**src/rtl/rx_protocol_pkg.sv**
```systemverilog
// Shared types and PID codes for the USB endpoint receive controller.
// Imported by the controller and its timeout counter.
package rx_protocol_pkg;

  typedef enum logic [2:0] {
    S_IDLE,
    S_RX_TOKEN,
    S_WAIT_DATA,
    S_RX_DATA,
    S_WAIT_TX,
    S_WAIT_ACK,
    S_RX_ACK
  } state_e;

  typedef enum logic [2:0] {
    TX_NONE  = 3'd0,
    TX_ACK   = 3'd1,
    TX_NAK   = 3'd2,
    TX_DATA0 = 3'd3,
    TX_DATA1 = 3'd4
  } tx_pkt_e;

  localparam logic [3:0] PID_OUT   = 4'b0001;
  localparam logic [3:0] PID_IN    = 4'b1001;
  localparam logic [3:0] PID_DATA0 = 4'b0011;
  localparam logic [3:0] PID_DATA1 = 4'b1011;
  localparam logic [3:0] PID_ACK   = 4'b0010;
  localparam logic [3:0] PID_NAK   = 4'b1010;

  function automatic logic is_data_pid(input logic [3:0] pid);
    return (pid == PID_DATA0) || (pid == PID_DATA1);
  endfunction

endpackage

```
**src/rtl/rx_protocol_ctrl_timeout_counter.sv**
```systemverilog
// Idle-wait watchdog: counts enabled cycles and flags the last one
// of the allowed window.
module timeout_counter
  import rx_protocol_pkg::*;
#(
  parameter int TIMEOUT_CYCLES = 128,
  parameter int TO_W           = 8
) (
  input  logic clk,
  input  logic n_rst,
  input  logic clear,
  input  logic enable,
  output logic expired
);

  localparam logic [TO_W-1:0] LAST = TO_W'(TIMEOUT_CYCLES - 1);

  logic [TO_W-1:0] cnt_q;
  logic [TO_W-1:0] cnt_d;

  assign expired = enable && (cnt_q == LAST);

  always_comb begin
    cnt_d = cnt_q;
    if (clear) begin
      cnt_d = '0;
    end else if (enable && !expired) begin
      cnt_d = cnt_q + TO_W'(1);
    end
  end

  always_ff @(posedge clk or negedge n_rst) begin
    if (!n_rst) begin
      cnt_q <= '0;
    end else begin
      cnt_q <= cnt_d;
    end
  end

endmodule

```
**src/rtl/rx_protocol_ctrl.sv**
```systemverilog
// Packet-level handshake sequencer for one single-buffered USB endpoint.
// Decisions are made on end-of-packet and registered into outputs.
module rx_protocol_ctrl
  import rx_protocol_pkg::*;
#(
  parameter int TIMEOUT_CYCLES = 128,
  parameter int TO_W           = 8
) (
  input  logic       clk,
  input  logic       n_rst,
  input  logic       rx_transfer_active,
  input  logic       rx_error,
  input  logic [3:0] rx_packet,
  input  logic [6:0] buffer_occupancy,
  input  logic       tx_done,
  output logic [2:0] tx_packet,
  output logic       tx_start,
  output logic       clear_buffer,
  output logic       data_received,
  output logic       proto_error,
  output logic       rx_toggle,
  output logic       tx_toggle
);

  state_e  state_q, state_d;
  state_e  ret_q, ret_d;
  tx_pkt_e tx_packet_q, tx_packet_d;

  logic rx_active_q;
  logic tx_start_q, tx_start_d;
  logic clear_q, clear_d;
  logic drx_q, drx_d;
  logic perr_q, perr_d;
  logic rxt_q, rxt_d;
  logic txt_q, txt_d;
  logic occ_q, occ_d;

  logic rise;
  logic eop;
  logic occ_nz;
  logic waiting;
  logic to_clear;
  logic expired;

  assign rise     = rx_transfer_active && !rx_active_q;
  assign eop      = rx_active_q && !rx_transfer_active;
  assign occ_nz   = (buffer_occupancy != '0);
  assign waiting  = (state_q == S_WAIT_DATA) || (state_q == S_WAIT_ACK);
  assign to_clear = !waiting || rise;

  timeout_counter #(
    .TIMEOUT_CYCLES(TIMEOUT_CYCLES),
    .TO_W          (TO_W)
  ) u_timeout (
    .clk    (clk),
    .n_rst  (n_rst),
    .clear  (to_clear),
    .enable (waiting),
    .expired(expired)
  );

  always_comb begin
    state_d     = state_q;
    ret_d       = ret_q;
    tx_packet_d = tx_packet_q;
    tx_start_d  = 1'b0;
    clear_d     = 1'b0;
    drx_d       = 1'b0;
    perr_d      = perr_q;
    rxt_d       = rxt_q;
    txt_d       = txt_q;
    occ_d       = occ_q;

    unique case (state_q)
      S_IDLE: begin
        if (rise) state_d = S_RX_TOKEN;
      end

      S_RX_TOKEN: begin
        if (eop) begin
          if (rx_error) begin
            perr_d  = 1'b1;
            state_d = S_IDLE;
          end else if (rx_packet == PID_OUT) begin
            perr_d  = 1'b0;
            occ_d   = occ_nz;
            state_d = S_WAIT_DATA;
          end else if (rx_packet == PID_IN) begin
            perr_d     = 1'b0;
            tx_start_d = 1'b1;
            state_d    = S_WAIT_TX;
            if (occ_nz) begin
              tx_packet_d = txt_q ? TX_DATA1 : TX_DATA0;
              ret_d       = S_WAIT_ACK;
            end else begin
              tx_packet_d = TX_NAK;
              ret_d       = S_IDLE;
            end
          end else begin
            perr_d  = 1'b1;
            state_d = S_IDLE;
          end
        end
      end

      S_WAIT_DATA: begin
        if (rise) begin
          state_d = S_RX_DATA;
        end else if (expired) begin
          perr_d  = 1'b1;
          clear_d = 1'b1;
          state_d = S_IDLE;
        end
      end

      S_RX_DATA: begin
        if (eop) begin
          if (rx_error || !is_data_pid(rx_packet)) begin
            clear_d = 1'b1;
            perr_d  = 1'b1;
            state_d = S_IDLE;
          end else begin
            tx_start_d = 1'b1;
            ret_d      = S_IDLE;
            state_d    = S_WAIT_TX;
            // New bytes sit behind unsent old ones; refuse and let host retry.
            if (occ_q) begin
              tx_packet_d = TX_NAK;
            end else if (rx_packet[3] == rxt_q) begin
              tx_packet_d = TX_ACK;
              rxt_d       = !rxt_q;
              drx_d       = 1'b1;
            end else begin
              tx_packet_d = TX_ACK;
              clear_d     = 1'b1;
            end
          end
        end
      end

      S_WAIT_TX: begin
        if (tx_done) begin
          tx_packet_d = TX_NONE;
          state_d     = ret_q;
        end
      end

      S_WAIT_ACK: begin
        if (rise) begin
          state_d = S_RX_ACK;
        end else if (expired) begin
          state_d = S_IDLE;
        end
      end

      S_RX_ACK: begin
        if (eop) begin
          if (!rx_error && (rx_packet == PID_ACK)) begin
            txt_d   = !txt_q;
            clear_d = 1'b1;
          end else begin
            perr_d = 1'b1;
          end
          state_d = S_IDLE;
        end
      end

      default: state_d = S_IDLE;
    endcase
  end

  always_ff @(posedge clk or negedge n_rst) begin
    if (!n_rst) begin
      state_q     <= S_IDLE;
      ret_q       <= S_IDLE;
      tx_packet_q <= TX_NONE;
      rx_active_q <= 1'b0;
      tx_start_q  <= 1'b0;
      clear_q     <= 1'b0;
      drx_q       <= 1'b0;
      perr_q      <= 1'b0;
      rxt_q       <= 1'b0;
      txt_q       <= 1'b0;
      occ_q       <= 1'b0;
    end else begin
      state_q     <= state_d;
      ret_q       <= ret_d;
      tx_packet_q <= tx_packet_d;
      rx_active_q <= rx_transfer_active;
      tx_start_q  <= tx_start_d;
      clear_q     <= clear_d;
      drx_q       <= drx_d;
      perr_q      <= perr_d;
      rxt_q       <= rxt_d;
      txt_q       <= txt_d;
      occ_q       <= occ_d;
    end
  end

  assign tx_packet     = tx_packet_q;
  assign tx_start      = tx_start_q;
  assign clear_buffer  = clear_q;
  assign data_received = drx_q;
  assign proto_error   = perr_q;
  assign rx_toggle     = rxt_q;
  assign tx_toggle     = txt_q;

endmodule

```
**config.mk**
```make
export PLATFORM = sky130hd
export DESIGN_NAME = rx_protocol_ctrl
export DESIGN_NICKNAME = d
export VERILOG_FILES = /design/src/rtl/rx_protocol_pkg.sv /design/src/rtl/rx_protocol_ctrl_timeout_counter.sv /design/src/rtl/rx_protocol_ctrl.sv
export SDC_FILE = /design/constraint.sdc
export NUM_CORES = 1
export LEC_CHECK = 0
export BUFFER_PORTS_ARGS = -buffer_cell sky130_fd_sc_hd__buf_2
export CORE_ASPECT_RATIO = 0.7
export CORE_UTILIZATION = 45
export DETAILED_ROUTE_END_ITERATION = 12
export PLACE_DENSITY = 0.66
export REMOVE_ABC_BUFFERS = 1
export SETUP_SLACK_MARGIN = 0.5
export SKIP_LAST_GASP = 1
export SLEW_MARGIN = 30
export SYNTH_ARGS = -nofsm -noshare
export SYNTH_HDL_FRONTEND = slang
export SYNTH_HIERARCHICAL = 1
export SYNTH_SLANG_ARGS = --single-unit
```
**constraint.sdc**
```tcl
create_clock -name clk -period 2.4 [get_ports clk]
set_input_delay 0.48 -clock clk [delete_from_list [all_inputs] [get_ports clk]]
set_output_delay 0.48 -clock clk [all_outputs]
set_load 0.05 [all_outputs]
```
==> out/metrics.sh <==
SYNTH_TOP_FAMILY_BY_AREA='simple AND/OR/NAND/NOR gates'
ASYNC_SET_OR_RESET_REGISTER_RATIO_AFTER_SYNTHESIS_PCT=100
DRT_FIRST_ITER_VIOLATIONS=104
DRT-WIRELENGTH-PER-CELL_UM=15.8
SYNTH-MAIN-FF-CELL='dfrtp_1'
GRT.BUSIEST_LAYER='met2'
CTS.PATH.MAX_BUFFERS=2
FINALSETUPVIOLATIONS=0
CHIPHEIGHT_UM=49.6
FINAL.SETUP.WORST_SLACK_NS=0.467
GRTUSAGETOTAL_PCT=21.5
EFFECTIVE_UTILIZATION_AT_FLOORPLAN_PCT=49.8
DESIGN_AREA_MM2=0.00178
FINAL.PERIOD_UTILIZATION_PCT=80.5
HOLD_WS_NS=0.172
AREA_SHARE_OF_THE_LARGEST_CELL_TYPE_AFTER_SYNTHESIS_PCT=39.5
FINALNETCOUNT=213
POWER_FRAC_COMB_PCT=41.7
CLOCK_INSERTION_DELAY_WORST_SKEW_NS=0.27
FINAL-MAX-SLEW-VIOLATION-COUNT=0
PWR-SHARE-SEQ_PCT=39.3
REMAINING_DRC_ERRORS=0
CLOCK-SINKS=23
INTERNAL_POWER_mW=0.776
SYNTH_ADDER_AREA_SHARE_PCT=0.859
SYNTHCELLS=162
SYNTHSIMPLEGATEAREAFRAC_PCT=29.4
OVERFLOW=0
DETAILEDROUTE.FIRSTPASSITERATIONCOUNT=4
GLOBAL_ROUTE.USAGE.MET1_PCT=30.9
GP_ROUTABILITY_CONGESTION=0.898
DRTANTENNAVIOLNETS=0
CRIT_PATH_END_KIND='flip-flop'
DRIVE_GT1_SHARE_PCT=34.4
IOPINCOUNT=25
LARGEST_REGISTER_FFS=8
BUFFER_PORTS.INSERTED=24
FMAXACHIEVABLE_MHz=517
REGTOREGSTARTPOINT='state_q[0]'
CLOCK_POWER_SHARE_PCT=19.0
FIRST_PASS_GRT_WIRE_LENGTH_UM=5800
WORST-SETUP-PATH-TYPE='input port to flip-flop'
MUXSHAREOFSYNTHAREA_PCT=5.93
SYNTH-SEQ-AREA-SHARE_PCT=39.5
CRITICAL_PATH.MAX_FANOUT=2
CRITICAL_PATH.CELL_CHAIN='buf_6 > or4b_4 > or4_4 > or2_1 > mux2_4'
PEAKVDDDROP_mV=0.425
FP.DIEAREA_MM2=0.00347
YS_SEQ_ELEMENTS=23
RR_WORST_DEPTH=5
PLACEABLE_AREA_MM2=0.00292
HP-CLASS='input port to asynchronous set/reset pin'
FINAL_PERIOD_MINUS_WORST_SETUP_SLACK_NS=1.93
YS_TYPES=49
ANTENNA_VIOLATIONS_BEFORE_REPAIR=0
MAPPED_AREA_MM2=0.00146
OUTCOME='finished clean'
START_KIND='input port'
GRT_START_MAX_NET_PINS=24
ARRIVAL_NS=2.09
CLOCK_SKEW_NS=0.00520
TIMING.CRITICAL_PATH.BUF_INV=1
CRITICAL_R2R_CAPTURE='occ_q'
NUM_ANTENNA_CELLS=0
GLOBALROUTEMET2UTIL_PCT=32.7
P_TOTAL_mW=1.32
TIMING_HOLD_VIOLATIONS_FINAL=0
NUMCTSBUFFERS=3
VIAS=1398
SWITCHING_PART_OF_THE_TOTAL_POWER_PCT=41.3
CTS_TREE='built'
CLOCK_TREE_ROOT_DRIVER_CELL='clkbuf_8'
SYNTH_XOR_XNOR_AREA_SHARE_PCT=1.20
VIA_COUNT_OF_THE_FIRST_GLOBAL_ROUTING_PASS=1256
NETSWITCHINGPOWER_mW=0.546
SLOWEST_DELAY_NS=0.53
TIMING.CRITICAL_PATH.MAX_DELAY_FAMILY='simple AND/OR/NAND/NOR gates'
PLACE_HPWL_UM=2580
R2R_SLACK_NS=0.49
TIMING.CRITICAL_PATH.REQUIRED_NS=2.56
CRIT_CELLS=5
SYN_AVG_CELL_AREA_UM2=8.99
FILLER_CELL_COUNT=250
MAX_SLEW_MARGIN_PCT=64.9
FIN_TNS_SETUP_NS=0
YOSYSWARNINGCOUNT=6
SYN2LAYOUT_AREA_GROWTH_PCT=22.0
CRITICAL-PATH-SLOWEST-CELL='or4b_4'
ROW_COUNT=16
P_LEAK_nW=0.814
DETAILED_PLACE.AREA_MM2=0.00161
FINAL_COMMON_CELL='buf_2'
SYNTH_COMPOUND_AREA_SHARE_PCT=18.4
YOSYSTOPAREACELL='dfrtp_1'
WORST_PIN_SLEW_NS=0.526
CTS_HOLD_BUFFERS=0
REGISTERS.TOP_BY_FF_COUNT='u_timeout/cnt_q'
LAYOUT.CELLS.MOST_COMMON_LIST='buf_2, dfrtp_1, nor2_1'
UNREPAIRED_SETUP_ENDPOINTS_AFTER_GLOBAL_ROUTING='true'
SYNTH-EDFF-COUNT=0
VIA_DENSITY_PER_INSTANCE=6.05
GR-USAGE-MET3_PCT=5.32
POSTROUTEWIRELENGTH_UM=3650
MAXIMUM_LEVEL_OF_THE_CTS_H_TREE=1
CELLPOWERDENSITY_mW_PER_MM2=744
MAXCAPVIOLATIONS=0
SYNTH.AREA.TOP_CELLS='dfrtp_1, a21oi_1, nor2_1'
WIDTH_OF_THE_DIE_UM=70.0
WORST_SETUP_HOLD_PATH_CLK_SLEW_NS=0.09
DP_WORST_SETUP_SLACK_NS=0.132
## worst max path at each step
| stage | from | slack (ns) | to |
|---|---|---|---|
| global placement | rx_packet[1] | 0.18 | occ_q |
| CTS | u_timeout/cnt_q[0] | 0.46 | state_q[0] |
| detailed placement | rx_packet[1] | 0.13 | occ_q |
| finish | rx_error | 0.47 | occ_q |
| global route | state_q[2] | 0.42 | u_timeout/cnt_q[7] |
| floorplan | state_q[0] | 0.25 | state_q[1] |
## worst reg2reg max path, stage by stage (launching register included)
cell	delay, ns
dfrtp_2	0.47
buf_6	0.16
nand2b_1	0.11
or4_4	0.50
or2_1	0.26
mux2_4	0.31
## cells by family after synthesis
group,count (synthesis)
AOI/OAI and AO/OA,39
xor gates and xnor gates,2
adders and majority gates,1
buffers and inverters,15
DFF,23
muxes,7
and+or+nand+nor,75
## layer usage
| layer | routed length, µm | part of all wire, % | vias to the layer above |
|---|---|---|---|
| li1 | - | - | 659 |
| met1 | 1650 | 45 | 669 |
| met2 | 1660 | 46 | 66 |
| met3 | 295 | 8.1 | 4 |
| met4 | 31 | 0.85 | 0 |
| met5 | 0 | 0 | - |
## area by class of cell
cell class                 instances  area, µm²  share of cell area [%]
timing repair buffer              36        220                    12.4
sequential                        23        581                    32.7
inverter                           8       30.0                    1.69
tap                               36       45.0                    2.54
multi-input combinational        124        855                    48.1
clock buffer                       3       41.3                    2.32
clock inverter                     1       5.00                   0.282
## through the flow
stage | instances | utilization, %
floorplan | 155 | -
global placement | 218 | 54.9
detailed placement | 218 | 54.9
CTS | 226 | 58.4
global route | 231 | 60.8
finish | 231 | 60.8
## power by group through the flow
stage                     combinational, mW  clock, mW  sequential, mW
after floorplan                       0.244          0           0.591
after global placement                0.452          0           0.515
after detailed placement              0.464          0           0.522
after CTS                             0.492      0.254           0.510
after global routing                  0.595      0.274           0.525
final                                 0.551      0.252           0.520
## Yosys cell counts (4+ instances only)
| cell | number |
|---|---|
| a21oi_1 | 11 |
| clkbuf_1 | 4 |
| nand2_1 | 9 |
| inv_1 | 8 |
| o21ai_0 | 8 |
| nor2b_1 | 6 |
| nand2b_1 | 6 |
| a31oi_1 | 4 |
| nor3_1 | 5 |
| nand3_1 | 8 |
| nor2_1 | 14 |
| dfrtp_1 | 23 |
## timing repair
item | CTS | global route
setup buffers | 4 | 5
gates resized for setup | 6 | 10
setup endpoints to repair | 10 | 13
pin swaps | 2 | 0
Power figures use the tool's default switching activity.
